## config.mk

```make
export PLATFORM = sky130hd
export DESIGN_NAME = exc_ctrl
export DESIGN_NICKNAME = d
export VERILOG_FILES = /design/src/rtl/exc_ctrl.sv
export SDC_FILE = /design/constraint.sdc
export NUM_CORES = 1
export LEC_CHECK = 0
export CAP_MARGIN = 20
export CORE_ASPECT_RATIO = 0.7
export CORE_MARGIN = 3
export CORE_UTILIZATION = 43
export DETAILED_ROUTE_END_ITERATION = 8
export MAX_ROUTING_LAYER = met4
export PLACE_DENSITY = 0.79
export SLEW_MARGIN = 20
export SYNTH_ARGS = -nofsm -noshare
export SYNTH_HDL_FRONTEND = slang
export SYNTH_SLANG_ARGS = --single-unit
```

## constraint.sdc

```tcl
create_clock -name clk -period 2.4 [get_ports clk]
set_input_delay 0.48 -clock clk [delete_from_list [all_inputs] [get_ports clk]]
set_output_delay 0.48 -clock clk [all_outputs]
set_load 0.02 [all_outputs]
```

## src/rtl/exc_ctrl.sv

```systemverilog
// exc_ctrl: exception / interrupt sequencer feeding the interrupt address
// register. It detects overflow, trap and external IRQ events, picks one
// event by priority and steers fetch to the handler vector. On
// return-from-exception it steers fetch back to the saved PC.
// Optional feature: define IRQ_MASK_EN to add the mask_we/mask_wd write port
// and a per-line IRQ mask register. The mask resets to all-masked.
module exc_ctrl #(
  parameter int          NIRQ     = 4,
  parameter logic [31:0] VEC_BASE = 32'h0000_0080
) (
  input  logic            clk,
  input  logic            reset,
  input  logic [NIRQ-1:0] irq,
  input  logic            ovf_ex,
  input  logic            memwrite_ex,
  input  logic            trap_ex,
  input  logic            rfe_ex,
`ifdef IRQ_MASK_EN
  input  logic            mask_we,
  input  logic [NIRQ-1:0] mask_wd,
`endif
  input  logic [31:0]     iar_pc,
  output logic            s_u,
  output logic            exception,
  output logic            oint_ex,
  output logic            trap,
  output logic            flush,
  output logic [1:0]      pc_sel,
  output logic [31:0]     pc_vec,
  output logic [3:0]      cause
);

  localparam logic [1:0] IDLE   = 2'd0;
  localparam logic [1:0] ENTER  = 2'd1;
  localparam logic [1:0] SUPER  = 2'd2;
  localparam logic [1:0] RETURN = 2'd3;

  localparam logic [1:0] PC_SEQ = 2'b00;
  localparam logic [1:0] PC_VEC = 2'b01;
  localparam logic [1:0] PC_RET = 2'b10;

  logic [1:0]      state;
  logic [NIRQ-1:0] pending;
  logic [NIRQ-1:0] irq_q;
  logic [NIRQ-1:0] irq_rise;
  logic [NIRQ-1:0] eligible;
  logic [NIRQ-1:0] clr;
  logic            irq_hit;
  logic [2:0]      irq_idx;
  logic            take;
  logic [3:0]      evt_cause;

  assign irq_rise = irq & ~irq_q;

`ifdef IRQ_MASK_EN
  logic [NIRQ-1:0] mask;

  // The mask is writable only from supervisor mode. It resets to fully masked.
  always_ff @(posedge clk or negedge reset) begin
    if (!reset)
      mask <= '1;
    else if (mask_we && !s_u)
      mask <= mask_wd;
  end

  assign eligible = pending & ~mask;
`else
  assign eligible = pending;
`endif

  // Find the lowest-numbered eligible pending IRQ.
  // The loop scans downward so that the last hit is the lowest index.
  always_comb begin
    irq_hit = 1'b0;
    irq_idx = '0;
    for (int i = NIRQ - 1; i >= 0; i--) begin
      if (eligible[i]) begin
        irq_hit = 1'b1;
        irq_idx = 3'(i);
      end
    end
  end

  // Decide acceptance and the cause code. An accepted IRQ is flagged for clearing.
  always_comb begin
    take = (state == IDLE) && (ovf_ex || trap_ex || irq_hit);
    if (ovf_ex)
      evt_cause = 4'd1;
    else if (trap_ex)
      evt_cause = 4'd2;
    else
      evt_cause = 4'd8 + {1'b0, irq_idx};
    clr = '0;
    if (take && !ovf_ex && !trap_ex)
      clr = NIRQ'(1) << irq_idx;
  end

  // Track IRQ edges. A new rising edge beats a same-cycle clear, so the bit stays set.
  always_ff @(posedge clk or negedge reset) begin
    if (!reset) begin
      irq_q   <= '0;
      pending <= '0;
    end else begin
      irq_q   <= irq;
      pending <= (pending & ~clr) | irq_rise;
    end
  end

  // Sequencer: IDLE (user) -> ENTER -> SUPER -> RETURN -> IDLE.
  always_ff @(posedge clk or negedge reset) begin
    if (!reset) begin
      state     <= SUPER;
      s_u       <= 1'b0;
      exception <= 1'b0;
      oint_ex   <= 1'b0;
      trap      <= 1'b0;
      flush     <= 1'b0;
      pc_sel    <= PC_SEQ;
      pc_vec    <= '0;
      cause     <= '0;
    end else begin
      case (state)
        IDLE: begin
          if (take) begin
            cause     <= evt_cause;
            oint_ex   <= (ovf_ex & memwrite_ex) | ovf_ex;
            trap      <= trap_ex;
            s_u       <= 1'b0;
            exception <= 1'b1;
            flush     <= 1'b1;
            pc_sel    <= PC_VEC;
            pc_vec    <= VEC_BASE;
            state     <= ENTER;
          end
        end
        ENTER: begin
          exception <= 1'b0;
          flush     <= 1'b0;
          pc_sel    <= PC_SEQ;
          oint_ex   <= 1'b0;
          trap      <= 1'b0;
          state     <= SUPER;
        end
        SUPER: begin
          if (rfe_ex) begin
            pc_sel <= PC_RET;
            pc_vec <= iar_pc;
            flush  <= 1'b1;
            state  <= RETURN;
          end
        end
        RETURN: begin
          s_u    <= 1'b1;
          pc_sel <= PC_SEQ;
          flush  <= 1'b0;
          state  <= IDLE;
        end
        default: state <= SUPER;
      endcase
    end
  end

endmodule
```

Word level (Yosys, flattened, before mapping). Cells that the tools add are included.

Logic and storage cells: 71. Register bits after elaboration: 53. Input port bits: 42. Output and inout port bits: 43.

Bitwise gates (word level): 7. Shift operators: 1. Add/sub/neg operators: 1. Mux-type cells: 29. Equal/unequal tests: 5. Reduce and logical (&&, ||, !) cells: 17.

Operator list (count): two-way mux 32 bit (2); one-hot mux 32 bit (2 select lines) (1); two-way mux 4 bit (3); two-way mux 2 bit (5); two-way mux 1 bit (9); bitwise AND 4 bit (2); NOT 4 bit (2); one-hot mux 1 bit (2 select lines) (4); one-hot mux 2 bit (4 select lines) (1); AND reduction 2 bit (4); two-way mux 3 bit (2); one-hot mux 2 bit (3 select lines) (1); nonzero test 2 bit (3); adder 4 x 3 -> 4 bit (first input constant) (1); equality test 2 bit (second input constant) (2); inequality test 2 bit (second input constant) (2); OR 4 bit (1); << shifter 1 x 3 -> 4 bit (first input constant) (1); logical AND 1 bit (3); one-hot mux 1 bit (3 select lines) (1); AND reduction 3 bit (1); equality test 2 x 1 -> 1 bit (second input constant) (1); logical NOT 1 bit (2); logical NOT 2 bit (1); other kinds (4) (5).

Logic depth before layout (Yosys ltp).
Word-level depth: 12. Depth in mapped cells: 6.

Worst setup path after synthesis. OpenSTA, ideal clock, no wires.

Path type: register to register. Start point: reg state[0]. End point: reg pending[3] (netlist: eligible[3]). Library setup time: 138 ps. Stages on the path, launching flop included: 7. Required time: 2262 ps. Path slack: 671 ps. Period minus slack after synthesis: 1729 ps. Arrival: 1591 ps. Path through: dfrtp_1 -> inv_1 -> ha_1 -> or3b_2 -> clkbuf_1 -> o41ai_1 -> o21ai_0.

Word-level cells in the longest chain between the ends: 8.

Ends and longest elaborated chain: from (decl) (line 42) `logic [1:0] state;`; from (signal assigned) (line 112) `state <= SUPER;`; from (signal assigned) (line 133) `state <= ENTER;`; from (signal assigned) (line 142) `state <= SUPER;`; logical NOT 2 bit (line 86) `take = (state == IDLE) && (ovf_ex || trap_ex || irq_hit);`; logical AND 1 bit (line 86); logical AND 1 bit (2 in series) (line 94) `if (take && !ovf_ex && !trap_ex)`; two-way mux 4 bit (line 94); NOT 4 bit (line 105) `pending <= (pending & ~clr) | irq_rise;`; bitwise AND 4 bit (line 105); OR 4 bit (line 105); to (signal assigned) (line 105); to (decl) (line 43) `logic [NIRQ-1:0] pending;`.

No other way between the ends. A chain may end at the register's enable or synchronous reset.

Worst setup path after layout.
Start point: reg state[1]. End point: reg pc_vec[8].

Word-level cells in the longest chain between the ends: 4. Elaborated cells on any way between the ends: 8. Classes of those cells: eq/ne: 3; mux: 1; reduce/logical: 4.

Ends and longest elaborated chain: logical NOT 2 bit (line 86, 122); logical AND 1 bit (line 86); inequality test 2 bit (no line); AND reduction 3 bit (no line); to (signal assigned) (line 147) `pc_vec <= iar_pc;`; to (decl) (line 29) `output logic [31:0] pc_vec,`.

Parallel ways exist; a longest one is shown, timed or not.

==> impl.org <==
** STA
- In the post-route analysis, the smallest setup slack over all paths is 0.456 ns.
- For the pin with the worst max-slew slack, the measured transition is 0.730 ns.
- The number of pins with negative max-slew slack in the final report was 0.
- In this run the tightest slew margin relative to its limit is 0.513.
- Derived from the worst setup path, the maximum achievable clock frequency is 0.515 GHz.
- For the final database, setup skew stands at 0.00792 ns.
- Setup violations remaining at the end of the flow were counted as 0.
- The number of failing hold endpoints at the final stage was 0.
- Setup TNS Final :: 0 ns
- In the finished design, the share of the clock period the worst path needs comes to 0.810.
- Unrepaired setup endpoints after global routing :: false
- The worst path needs 1.94 ns of the cycle, external delays included.

** Power and ir drop
- For this design the ratio of total power to cell area is 1220 nW/µm².
- Of the total power, the share spent switching nets is 0.359.
- The completed layout was analyzed and its total power is 3.85 mW.
- The share of total power dissipated in sequential elements is 0.354.
- Share of total power in the clock network :: 0.157
- In this run the static leakage power is 1.41 nW.
- The internal power of the cells totals 2.47 mW.
- Net Switching :: 1.38 mW
- Maximum ir drop on the vdd rail :: 0.735 mV
- Of the total power, combinational logic draws 0.489.

** Synthesis
- Post-synthesis sequential element count :: 52
- Ys async rst share :: 1.00
- Post-synthesis instance total :: 164
- For this run, the leading register cell type out of synthesis is sky130_fd_sc_hd__dfrtp_1.
- Synthesized net count :: 211
- Top-count cell post-synth :: sky130_fd_sc_hd__dfrtp_1
- Each instance of the synthesized netlist takes up on average 13.2 µm².
- Share of the yosys chip area belonging to registers :: 0.600
- The share of synthesized area in the top cell type comes to 0.588.
- Counting distinct cell types in the post-synthesis netlist gives 33.
- For this run, the number of Yosys warnings is 0.
- EDFF count, synth :: 0
- By area the synthesized netlist is led by sky130_fd_sc_hd__dfrtp_1, sky130_fd_sc_hd__a22o_2, sky130_fd_sc_hd__buf_6, sky130_fd_sc_hd__ha_1, sky130_fd_sc_hd__o21ai_0.
- The largest total area in the synthesized netlist belongs to sky130_fd_sc_hd__dfrtp_1.
- After synthesis the cells add up to 2170 µm².
- Top cell types by occurrence after synthesis :: sky130_fd_sc_hd__dfrtp_1, sky130_fd_sc_hd__a22o_2, sky130_fd_sc_hd__inv_1

** Detailed routing
- The pre-antenna-repair detailed-routing pass consisted of 4 iterations.
- Dividing the detail-routed via count by the number of cells gives 5.01.
- DRC viols :: 0
- Routed wire length per instance :: 15.5 µm
- The detailed router placed 1584 vias in this run.
- The final layout contains routed wiring with a total length of 4.88 mm.
- Number of DRC violations after detailed-routing iteration 0 :: 36
- The count of nets left with antenna violations once routing finished came out at 0.

** Worst setup path
- STA classifies the critical path endpoint as a flop.
- On the worst path, the slowest cell contributes a delay of 0.57 ns.
- The slowest stage of the critical path belongs to the cell sky130_fd_sc_hd__dfstp_2.
- Of all nets on the critical path, the largest fanout is 27.
- Cells traversed along the worst timing path :: inv_1 > ha_1 > nor3b_4 > a21oi_2 > buf_12 > a22o_2
- Arrival time reported for the critical path endpoint :: 2.20 ns
- Data on the critical path is required at its endpoint by 2.65 ns.
- Type of the worst setup path :: reg2reg
- STA classifies the critical path startpoint as a flop.

** Die
- # rows :: 20
- Total Die Area :: 5950 µm²
- Die Ht :: 65.4 µm
- In this run the horizontal extent of the chip is 90.9 µm.
- Initial Utilization :: 0.471
- For this design the top-level I/O count stands at 85.
- Std-Cell Core Area :: 4600 µm²

** Place
- Input and output buffers added on the ports amount to 82.
- DP HPWL :: 3.58 mm
- At the end of routability-driven placement, the weighted congestion stood at 0.780.
- Placement Cell Area :: 3050 µm²
- OpenSTA, run right after detailed placement, puts the worst setup slack at 0.246 ns.

** Clocking
- The number of hold buffers added after CTS was 0.
- TritonCTS built the clock tree.
- The number of gates resized after CTS was 0.
- Number of post-CTS setup repair buffers :: 0
- Clock slew seen by the registers of the worst setup and hold paths :: 0.10 ns
- The cell sitting at the root of the clock tree is a sky130_fd_sc_hd__clkbuf_8.
- The clock passes through at most 2 buffers.
- In this run the number of H-tree levels came out at 2.
- The tree built by TritonCTS fans out to 52 sinks.
- Clock latency on the worst-skew pair :: 0.30 ns
- Counting the buffers created by CTS gives 5.

** Global routing
- Antenna violations before repair :: 0
- Summed over all layers, the global routing overflow is 0.
- Overall Global Routing Usage :: 0.179
- The number of global-route vias before repair was 1563.
- The first global-routing pass estimated 8.14 mm of wire.
- Pin count of the biggest net entering global routing :: 35

** Layout
- Summing all non-filler instances in the final layout gives an area of 3160 µm².
- Counting the fill cells in the layout gives 363.
- The net count of the finished layout is 296.
- Of the cells placed in the final design, the portion with a size suffix greater than 1 is 0.224.
- Number of diodes added for antenna fixing :: 0
- From synthesis to final layout, the design area changed by 45.8%.

** Job
- The tool flagged a number of max-cap violations equal to 0.

** Outcome
- Outcome :: complete, no violations

** Worst hold path
- Worst min-delay path class :: in2async
-- registers in the layout (all words and copies together), names as in the netlist, 2 cells and up --
name and cells:
pc_sel 2, cause 3, eligible 4, pc_vec 32
state 2, irq_q 4
-- layout by cell type, fill, tap and decap left out, types with 2 or more instances in the layout --
| cell type | count |
|---|---|
| sky130_fd_sc_hd__a31oi_1 | 2 |
| sky130_fd_sc_hd__inv_1 | 12 |
| sky130_fd_sc_hd__clkbuf_8 | 5 |
| sky130_fd_sc_hd__o21ai_0 | 10 |
| sky130_fd_sc_hd__nand3_1 | 2 |
| sky130_fd_sc_hd__nor3_1 | 2 |
| sky130_fd_sc_hd__o22a_1 | 2 |
| sky130_fd_sc_hd__ha_1 | 5 |
| sky130_fd_sc_hd__buf_12 | 2 |
| sky130_fd_sc_hd__a22o_2 | 32 |
| sky130_fd_sc_hd__buf_4 | 3 |
| sky130_fd_sc_hd__nor2_1 | 5 |
| sky130_fd_sc_hd__mux2_2 | 3 |
| sky130_fd_sc_hd__clkdlybuf4s50_1 | 81 |
| sky130_fd_sc_hd__dfrtp_1 | 51 |
| sky130_fd_sc_hd__a21oi_1 | 6 |
| sky130_fd_sc_hd__nand2_1 | 5 |
| sky130_fd_sc_hd__a21boi_0 | 2 |
-- stage by stage --
| stage | utilization | hold WS (ns) | instances |
|---|---|---|---|
| floorplan | - | 0.184 | 164 |
| global placement | 0.662 | 0.404 | 308 |
| detailed placement | 0.662 | 0.416 | 308 |
| CTS | 0.687 | 0.246 | 316 |
| global route | 0.687 | 0.263 | 316 |
| finish | 0.687 | 0.224 | 316 |
-- cell type report --
type,instances,area (µm²),share of cell area
clock buffers,5,68.8,0.0217
clock inverters,3,46.3,0.0146
inverters,12,45.0,0.0142
multi-input cells,91,741,0.234
flip-flops and latches,52,1300,0.412
well taps,66,82.6,0.0261
repair buffers,87,878,0.278
-- worst max-delay path: cells and delay by family, from the launching register on --
family | cells | cell delay, ns
flops | 1 | 0.57
compound gates | 2 | 0.54
buf+inv | 2 | 0.31
fa+ha+maj | 1 | 0.26
simple gates | 1 | 0.20
-- power groups by stage --
stage / clock network (mW) / logic [mW] / registers (mW)
floorplan: 0 / 0.810 / 1.68
global placement: 0 / 1.86 / 1.37
detailed placement: 0 / 1.89 / 1.38
CTS: 0.623 / 1.90 / 1.36
global route: 0.657 / 2.02 / 1.41
finish: 0.606 / 1.88 / 1.36
-- layer usage --
layer  GRT usage  vias to the layer above  share of wire
met3      0.0538                        4          0.071
li1            -                      767              -
met2       0.246                       63           0.42
met5           -                        -              0
met4      0.0451                        0         0.0076
met1       0.260                      750           0.50
-- cell families after synthesis --
family,share of synthesized area
AO/OA/AOI/OAI,0.232
flip-flops,0.600
buffers and inverters,0.0588
AND/OR/NAND/NOR,0.0628
adder cells (fa/ha/maj),0.0288
multiplexers,0.0156
other,0.00173
-- worst paths after layout --
path,slack [ns],from,endpoint,depth (start not counted)
worst max-delay path,0.46,state[1],pc_vec[8],6
worst min-delay path,0.22,reset,pc_vec[4],1
worst max register to register,0.46,state[1],pc_vec[8],6
worst min register to register,0.42,irq_q[3],eligible[3],1
max in group asynchronous,1.55,reset,pc_vec[5],2
min in group clk,0.42,irq_q[3],eligible[3],1
No activity file was read; power rests on OpenSTA's default activity.
